### src/rtl/alu_rs.sv
// alu_rs -- reservation station in front of the integer ALU.
//
// Holds issued ALU/branch micro-ops and snoops both CDB ports until their
// operands resolve. Each cycle it dispatches the lowest-index ready entry onto
// the ALU inputs. It then pairs the ALU result, which arrives one cycle later,
// with the RoB tag of that entry to drive the ALU CDB port.
//
// Ports
//   clk_in, rst_in          clock, synchronous active-high reset
//   rdy_in                  global stall (low = every register holds)
//   RoB_clear               mispredict flush, same effect as reset
//   issue_*                 one op from the decoder (issue_valid qualifies)
//   rs_full                 every entry busy (combinational)
//   lsb_cdb_*               load/store buffer broadcast
//   alu_vj/vk/imm/op        registered operands for the ALU
//   alu_waiting             registered "ALU has work this cycle"
//   ALU_finish_rdy/_value   ALU result, one cycle after alu_waiting
//   alu_cdb_*               ALU CDB broadcast (result paired with res_tag)
//
// Handshake: issue is accepted on a clock edge where rdy_in && issue_valid &&
// !rs_full. The decoder must not present issue_valid while rs_full is high.
// If it does, the op is dropped. The ALU path has no back-pressure:
// alu_waiting high for one cycle always produces ALU_finish_rdy in the next
// cycle.
module alu_rs #(
   parameter int RS_SIZE   = 8,
   parameter int ROB_WIDTH = 4
) (
   input  logic                 clk_in,
   input  logic                 rst_in,
   input  logic                 rdy_in,
   input  logic                 RoB_clear,
   input  logic                 issue_valid,
   input  logic [5:0]           issue_op,
   input  logic [31:0]          issue_vj,
   input  logic [31:0]          issue_vk,
   input  logic [31:0]          issue_imm,
   input  logic                 issue_qj_valid,
   input  logic                 issue_qk_valid,
   input  logic [ROB_WIDTH-1:0] issue_qj,
   input  logic [ROB_WIDTH-1:0] issue_qk,
   input  logic [ROB_WIDTH-1:0] issue_dest,
   output logic                 rs_full,
   input  logic                 lsb_cdb_valid,
   input  logic [ROB_WIDTH-1:0] lsb_cdb_tag,
   input  logic [31:0]          lsb_cdb_value,
   output logic [31:0]          alu_vj,
   output logic [31:0]          alu_vk,
   output logic [31:0]          alu_imm,
   output logic [5:0]           alu_op,
   output logic                 alu_waiting,
   input  logic                 ALU_finish_rdy,
   input  logic [31:0]          ALU_value,
   output logic                 alu_cdb_valid,
   output logic [ROB_WIDTH-1:0] alu_cdb_tag,
   output logic [31:0]          alu_cdb_value
);

   localparam int IDX_W = (RS_SIZE > 1) ? $clog2(RS_SIZE) : 1;

   logic [RS_SIZE-1:0]   busy;
   logic [RS_SIZE-1:0]   qj_valid;
   logic [RS_SIZE-1:0]   qk_valid;
   logic [RS_SIZE-1:0]   ready;
   logic [5:0]           op_q   [RS_SIZE];
   logic [31:0]          vj_q   [RS_SIZE];
   logic [31:0]          vk_q   [RS_SIZE];
   logic [31:0]          imm_q  [RS_SIZE];
   logic [ROB_WIDTH-1:0] qj_q   [RS_SIZE];
   logic [ROB_WIDTH-1:0] qk_q   [RS_SIZE];
   logic [ROB_WIDTH-1:0] dest_q [RS_SIZE];

   logic [ROB_WIDTH-1:0] exe_tag;
   logic [ROB_WIDTH-1:0] res_tag;

   logic                 free_found;
   logic [IDX_W-1:0]     free_idx;
   logic                 ready_found;
   logic [IDX_W-1:0]     ready_idx;

   logic                 iss_qj_valid;
   logic                 iss_qk_valid;
   logic [31:0]          iss_vj;
   logic [31:0]          iss_vk;

   assign rs_full       = &busy;
   // Ready comes only from registered state, so a wakeup captured at an edge
   // can dispatch no earlier than the following edge.
   assign ready         = busy & ~qj_valid & ~qk_valid;

   assign alu_cdb_valid = ALU_finish_rdy;
   assign alu_cdb_tag   = res_tag;
   assign alu_cdb_value = ALU_value;

   // Lowest-index free and ready entries. The downward scan leaves the lowest
   // match as the final value.
   always_comb begin
      free_found  = 1'b0;
      free_idx    = '0;
      ready_found = 1'b0;
      ready_idx   = '0;
      for (int i = RS_SIZE - 1; i >= 0; i--) begin
         if (!busy[i]) begin
            free_found = 1'b1;
            free_idx   = i[IDX_W-1:0];
         end
         if (ready[i]) begin
            ready_found = 1'b1;
            ready_idx   = i[IDX_W-1:0];
         end
      end
   end

   // Issue bypass. A producer broadcasting in the issue cycle resolves the
   // operand directly. The ALU port wins, although both ports never carry
   // the same tag.
   always_comb begin
      iss_qj_valid = issue_qj_valid;
      iss_vj       = issue_vj;
      iss_qk_valid = issue_qk_valid;
      iss_vk       = issue_vk;
      if (issue_qj_valid) begin
         if (alu_cdb_valid && alu_cdb_tag == issue_qj) begin
            iss_qj_valid = 1'b0;
            iss_vj       = alu_cdb_value;
         end else if (lsb_cdb_valid && lsb_cdb_tag == issue_qj) begin
            iss_qj_valid = 1'b0;
            iss_vj       = lsb_cdb_value;
         end
      end
      if (issue_qk_valid) begin
         if (alu_cdb_valid && alu_cdb_tag == issue_qk) begin
            iss_qk_valid = 1'b0;
            iss_vk       = alu_cdb_value;
         end else if (lsb_cdb_valid && lsb_cdb_tag == issue_qk) begin
            iss_qk_valid = 1'b0;
            iss_vk       = lsb_cdb_value;
         end
      end
   end

   always_ff @(posedge clk_in) begin
      if (rst_in || RoB_clear) begin
         busy        <= '0;
         qj_valid    <= '0;
         qk_valid    <= '0;
         alu_vj      <= '0;
         alu_vk      <= '0;
         alu_imm     <= '0;
         alu_op      <= '0;
         alu_waiting <= 1'b0;
         exe_tag     <= '0;
         res_tag     <= '0;
      end else if (rdy_in) begin
         res_tag <= exe_tag;

         // Wakeup on both CDB ports.
         for (int i = 0; i < RS_SIZE; i++) begin
            if (busy[i] && qj_valid[i]) begin
               if (alu_cdb_valid && alu_cdb_tag == qj_q[i]) begin
                  qj_valid[i] <= 1'b0;
                  vj_q[i]     <= alu_cdb_value;
               end else if (lsb_cdb_valid && lsb_cdb_tag == qj_q[i]) begin
                  qj_valid[i] <= 1'b0;
                  vj_q[i]     <= lsb_cdb_value;
               end
            end
            if (busy[i] && qk_valid[i]) begin
               if (alu_cdb_valid && alu_cdb_tag == qk_q[i]) begin
                  qk_valid[i] <= 1'b0;
                  vk_q[i]     <= alu_cdb_value;
               end else if (lsb_cdb_valid && lsb_cdb_tag == qk_q[i]) begin
                  qk_valid[i] <= 1'b0;
                  vk_q[i]     <= lsb_cdb_value;
               end
            end
         end

         // Dispatch. The issue below can only target a non-busy entry, so it
         // never collides with the entry being freed here.
         if (ready_found) begin
            alu_vj          <= vj_q[ready_idx];
            alu_vk          <= vk_q[ready_idx];
            alu_imm         <= imm_q[ready_idx];
            alu_op          <= op_q[ready_idx];
            alu_waiting     <= 1'b1;
            exe_tag         <= dest_q[ready_idx];
            busy[ready_idx] <= 1'b0;
         end else begin
            alu_vj      <= '0;
            alu_vk      <= '0;
            alu_imm     <= '0;
            alu_op      <= '0;
            alu_waiting <= 1'b0;
         end

         if (issue_valid && free_found) begin
            busy[free_idx]     <= 1'b1;
            op_q[free_idx]     <= issue_op;
            vj_q[free_idx]     <= iss_vj;
            vk_q[free_idx]     <= iss_vk;
            imm_q[free_idx]    <= issue_imm;
            qj_valid[free_idx] <= iss_qj_valid;
            qk_valid[free_idx] <= iss_qk_valid;
            qj_q[free_idx]     <= issue_qj;
            qk_q[free_idx]     <= issue_qk;
            dest_q[free_idx]   <= issue_dest;
         end
      end
   end

endmodule

### config.mk
export PLATFORM = sky130hd
export DESIGN_NAME = alu_rs
export DESIGN_NICKNAME = d
export VERILOG_FILES = /design/src/rtl/alu_rs.sv
export SDC_FILE = /design/constraint.sdc
export NUM_CORES = 2
export LEC_CHECK = 0
export CAP_MARGIN = 30
export CORE_UTILIZATION = 60
export CTS_CLUSTER_SIZE = 10
export DETAILED_ROUTE_END_ITERATION = 10
export DONT_BUFFER_PORTS = 1
export PLACE_DENSITY = 0.85
export SLEW_MARGIN = 20
export SYNTH_ARGS = -nofsm -noshare
export SYNTH_HDL_FRONTEND = slang
export SYNTH_SLANG_ARGS = --single-unit
### constraint.sdc
create_clock -name clk_in -period 10.17 [get_ports clk_in]
set_input_delay 1.017 -clock clk_in [delete_from_list [all_inputs] [get_ports clk_in]]
set_output_delay 1.017 -clock clk_in [all_outputs]
set_load 0.02 [all_outputs]
### Word-level counts from Yosys, hierarchy flattened

Memory sizes are Yosys's and may differ from the RTL's. A register that Yosys moved wholly into a read port is not among the register bits.
Cells that the tools add are included.

| word-level totals | value |
|---|---|
| register bits after elaboration | 131 |
| RAM bits | 912 |
| bits of input ports | 191 |
| output and inout port bits | 141 |
| logic and storage cells | 474 |
| memories kept | 7 |

Memories:

| memory | words | bits a word | read ports | clocked after Yosys merged registers in | wr ports | line | RTL |
|---|---|---|---|---|---|---|---|
| imm_q | 8 | 32 | 1 | 0 | 1 | 68 | `logic [31:0] imm_q [RS_SIZE];` |
| vj_q | 8 | 32 | 1 | 0 | 9 | 66 | `logic [31:0] vj_q [RS_SIZE];` |
| vk_q | 8 | 32 | 1 | 0 | 9 | 67 | `logic [31:0] vk_q [RS_SIZE];` |
| op_q | 8 | 6 | 1 | 0 | 1 | 65 | `logic [5:0] op_q [RS_SIZE];` |
| dest_q | 8 | 4 | 1 | 1 | 1 | 71 | `logic [ROB_WIDTH-1:0] dest_q [RS_SIZE];` |
| qj_q | 8 | 4 | 8 | 0 | 1 | 69 | `logic [ROB_WIDTH-1:0] qj_q [RS_SIZE];` |
| 1 more memories | -- | -- | -- | -- | -- | -- |  |

| cells by class | value |
|---|---|
| order comparisons | 4 |
| eq/ne operators | 36 |
| muxes and demuxes | 337 |
| bitwise gates (word level) | 23 |
| reductions and logical operators | 58 |

Operator list:

| kind | count |
|---|---|
| two-way mux 32 bit | 25 |
| two-way mux 1 bit | 285 |
| equality test 4 bit | 36 |
| logical AND 1 bit | 55 |
| two-way mux 3 bit | 16 |
| two-way mux 8 bit | 6 |
| bitwise AND 8 bit | 3 |
| inverter 8 bit | 3 |
| bitwise mux 8 bit | 2 |
| OR 1 bit | 16 |
| < comparator 3 x 4 -> 1 bit, second input constant | 2 |
| OR 8 bit | 1 |
| AND reduction 8 bit | 1 |
| demux 1 bit (select 3 bit) | 2 |
| greater-or-equal comparator 3 x 1 -> 1 bit, second input constant | 2 |
| two-way mux 6 bit | 1 |
| AND reduction 2 bit | 1 |
| logical OR 1 bit | 1 |

### Logic depth before layout (Yosys ltp)

| logic depth | value |
|---|---|
| word-level depth | 22 |
| gate-level depth with buffers | 11 |

### Worst setup path before layout

Ideal clock, no wire load.

| path | value |
|---|---|
| path kind | input to register |
| from | input RoB_clear |
| to | memory vj_q[2][0] (enable) |
| library setup time | 0.377 ns |
| arrival | 3.858 ns |
| data required time | 9.793 ns |
| slack | 5.935 ns |
| stages on the path | 7 |
| path buffers | 1 |
| cells stage by stage | nor2_2 -> nand2_1 -> nor3b_1 -> nand2_1 -> buf_2 -> inv_1 -> a31o_2 |

RTL lines:

| item | line | RTL |
|---|---|---|
| from (decl) | 32 | `input logic RoB_clear,` |
| to (decl) | 66 |  |

==> results.toml <==
[final_layout]
area_delta_synth_final_pct = 7.63
instances_no_fill = 4897
drive_gt1_share_pct = 8.36
final_nets = 3824
nFillCells = 5959
post-route-util_pct = 65.6

[route]
via_count = 37000
finalWirelength_um = 164000
routed_via_density = 7.55
drtIter0Drc = 5384
wl_per_cell_um = 33.4
drc = 0
dr.pass1.iters = 9
ant_nets = 0

[yosys]
synth_top_family_by_area = "multiplexers"
synthCells = 3913
synth_compound_area_share_pct = 12.6
synth.area.mux_share_pct = 20.3
synth_simple_gate_area_share_pct = 2.63
yosys.area.top_type = "edfxtp_1"
netlist_top_cells_area = "edfxtp_1, mux2i_1, dfxtp_1"
ys_seq_area_share_pct = 57.6
post-synth-top-area-fraction_pct = 52.4
synth_xor_area_share_pct = 2.36
ys.warnings.count = 0
synthArstFlopShare_pct = 0
avgSynthCellArea_um2 = 13.3
syn_nets = 4104
synth-edff-count = 912
syn_area_um2 = 52200
ys.flop_type = "edfxtp_1"
synth-seq-cells = 1047
synthAdderAreaFrac_pct = 0
ys_types = 64

[die]
io_pins = 332
die_h_um = 297
die_w_um = 297
start_util_pct = 61.0
num_rows = 107
coreArea_um2 = 85700
die-area_um2 = 88200

[global_route]
grt_first_pass_wirelength_um = 238000
gr-total-overflow = 0
grt_max_degree = 218
grt_pass1_vias = 36700
antenna_found_initial = 12
grt.total_usage_pct = 36.0

[clocking]
cts-root-buf = "clkbuf_16"
cts_sinks = 1047
cts_max_level = 3
clockBufferDepth = 3
cts_resized = 0
cts_tree = "done"
cts_hold_buffers = 0
clk_pin_slew_ns = 0.06
clk_latency_ns = 0.72
cts_buffers = 116
post_cts.repair.setup_buffers = 0

[pwr]
powerDensity_nw_per_um2 = 159
pwr-share-clk_pct = 44.0
seq_power_share_pct = 52.4
switching_share_pct = 21.6
power.internal_uw = 7020
p_comb_share_pct = 3.7
power.switching_uw = 1940
ir_worst_vdd_mv = 0.175
p_leak_uw = 0.0208

[critical_path]
path_cells = "nor2_2, buf_4, nand2_1, nor3b_1, nand2_4, inv_2, buf_4, a31o_2, buf_4"
reg2reg_depth = 8
cp_common_cell = "buf_4"
rr_startpoint = "busy[2]"
worst-path-buf-inv = 4
crit_type = "input pin to flop"
slowest_delay_ns = 0.95
worst-endpoint-arrival_ns = 5.12
r2r_slack_ns = 5.56
path_max_fanout = 51
slowest_stage = "nor3b_1"
path_delay_family = "simple AND/OR/NAND/NOR gates"
cp-end-kind = "flop"
regToRegEndpoint = "alu_vj[0]"
startpoint_type = "input pin"
cp_data_required_time_ns = 10.51

[placement]
post-place-cells = 4641
post-dp-hpwl_um = 91400
io_buffers = 0
gp_congestion = 0.917

[run]
maxCapViolations = 0

[timing]
maxSlewHeadroom_pct = 23.0
finalCritPeriodShare_pct = 47.0
period_needed_ns = 4.78
worst_slew_pin_slew_ns = 1.15
rsz0062_at_grt = "no"
tns_ns = 0
setup-violations-final = 0
slew_viol_final = 0
clock.fmax_mhz = 209
hold_viol_final = 0
fin_skew_ns = 0.0420

[hold_path]
hp-class = "input pin to flop"
min_to = "op_q[6][2]"
hp-start = "issue_op[2]"
min_path_cells = 0

[outcome]
status = "complete, no violations"
worst register-to-register path, delay by kind of cell (launching register included):
family | cells | cell delay [ns]
AND/OR/NAND/NOR | 4 | 1.94
buffers and inverters | 2 | 1.40
AO/OA/AOI/OAI | 2 | 0.73
flip-flops | 1 | 0.43
sequential cells by signal (all words and copies together), names as in the netlist, 32 cells and up:
name	cells
alu_imm	32
alu_vj	32
alu_vk	32
dest_q	32
imm_q	256
op_q	48
qj_q	32
qk_q	32
vj_q	256
vk_q	256
cells in the final DEF, fill, tap and decap left out, types with 10 or more instances in the layout:
cell and n:
xnor2_1 50, xor2_1 90, o22ai_1 306, clkbuf_1 90, or4_1 32, a32o_1 16
diode_2 19, o21ai_0 120, o221ai_1 102, buf_4 80, edfxtp_1 912, nand3_1 50
mux2i_1 1060, clkbuf_16 117, dfxtp_1 135, a21oi_1 19, nor4_1 10, clkbuf_2 13
o2bb2ai_1 32, nor3b_2 15, a222oi_1 32, nand2_1 36, nor2_4 11, nor3_1 27
a22o_1 102, nor2_1 21, a221oi_1 106
kinds of logic after synthesis:
kind of cell	Yosys count
mux	1060
xor+xnor	141
flops	1047
compound gates	895
buf+inv	521
simple gates	249
cell type report:
| type | instances | area, µm² | share of cell area [%] |
|---|---|---|---|
| flip-flops and latches | 1047 | 30100 | 53.5 |
| well taps | 1144 | 1430 | 2.55 |
| inverters | 14 | 52.6 | 0.0935 |
| repair buffers | 109 | 916 | 1.63 |
| clock inverters | 10 | 225 | 0.401 |
| clock buffers | 209 | 3290 | 5.86 |
| multi-input cells | 2345 | 20200 | 35.9 |
| diodes | 19 | 47.5 | 0.0846 |
power groups by stage:
stage	clock network, µW	logic [µW]	registers, µW
6_report	3940	328	4690
3_5_place_dp	0	309	4780
3_3_place_gp	0	291	4780
4_1_cts	3930	313	4690
5_1_grt	4100	349	4690
2_1_floorplan	0	307	4780
cell usage after synthesis (39+ instances only):
| library cell | number |
|---|---|
| clkbuf_1 | 287 |
| xor2_1 | 91 |
| a22o_1 | 102 |
| dfxtp_1 | 135 |
| a221oi_1 | 106 |
| o221ai_1 | 102 |
| edfxtp_1 | 912 |
| buf_2 | 141 |
| buf_4 | 39 |
| o22ai_1 | 307 |
| nand2_1 | 45 |
| o21ai_0 | 120 |
| xnor2_1 | 50 |
| mux2i_1 | 1060 |
| nand3_1 | 51 |
worst max path at each step:
stage,start,to,depth (start not counted)
after detailed placement,RoB_clear,vj_q[2][13],9
after floorplan,RoB_clear,vj_q[2][0],7
final,RoB_clear,vj_q[2][18],9
after global placement,RoB_clear,vj_q[2][13],9
after CTS,RoB_clear,vj_q[2][18],9
after global routing,RoB_clear,vj_q[2][18],9
metal layers:
metal | track usage [%] | vias to the layer above | wire length [µm]
li1 | - | 15000 | -
met1 | 43.8 | 18400 | 56600
met2 | 57.1 | 2870 | 76100
met3 | 11.6 | 602 | 21900
met4 | 19.1 | 6 | 8930
met5 | 0 | - | 40
per-stage QoR:
step	instance area, µm²	total power [µW]	hold slack (ns)	setup slack [ns]
3_3_place_gp	52400	5070	0.458	4.88
2_1_floorplan	52200	5090	0.437	5.94
5_1_grt	56200	9140	0.357	5.26
3_5_place_dp	52500	5090	0.454	4.76
4_1_cts	56100	8930	0.361	5.49
6_report	56200	8960	0.375	5.39
No activity file was read; power rests on OpenSTA's default activity.
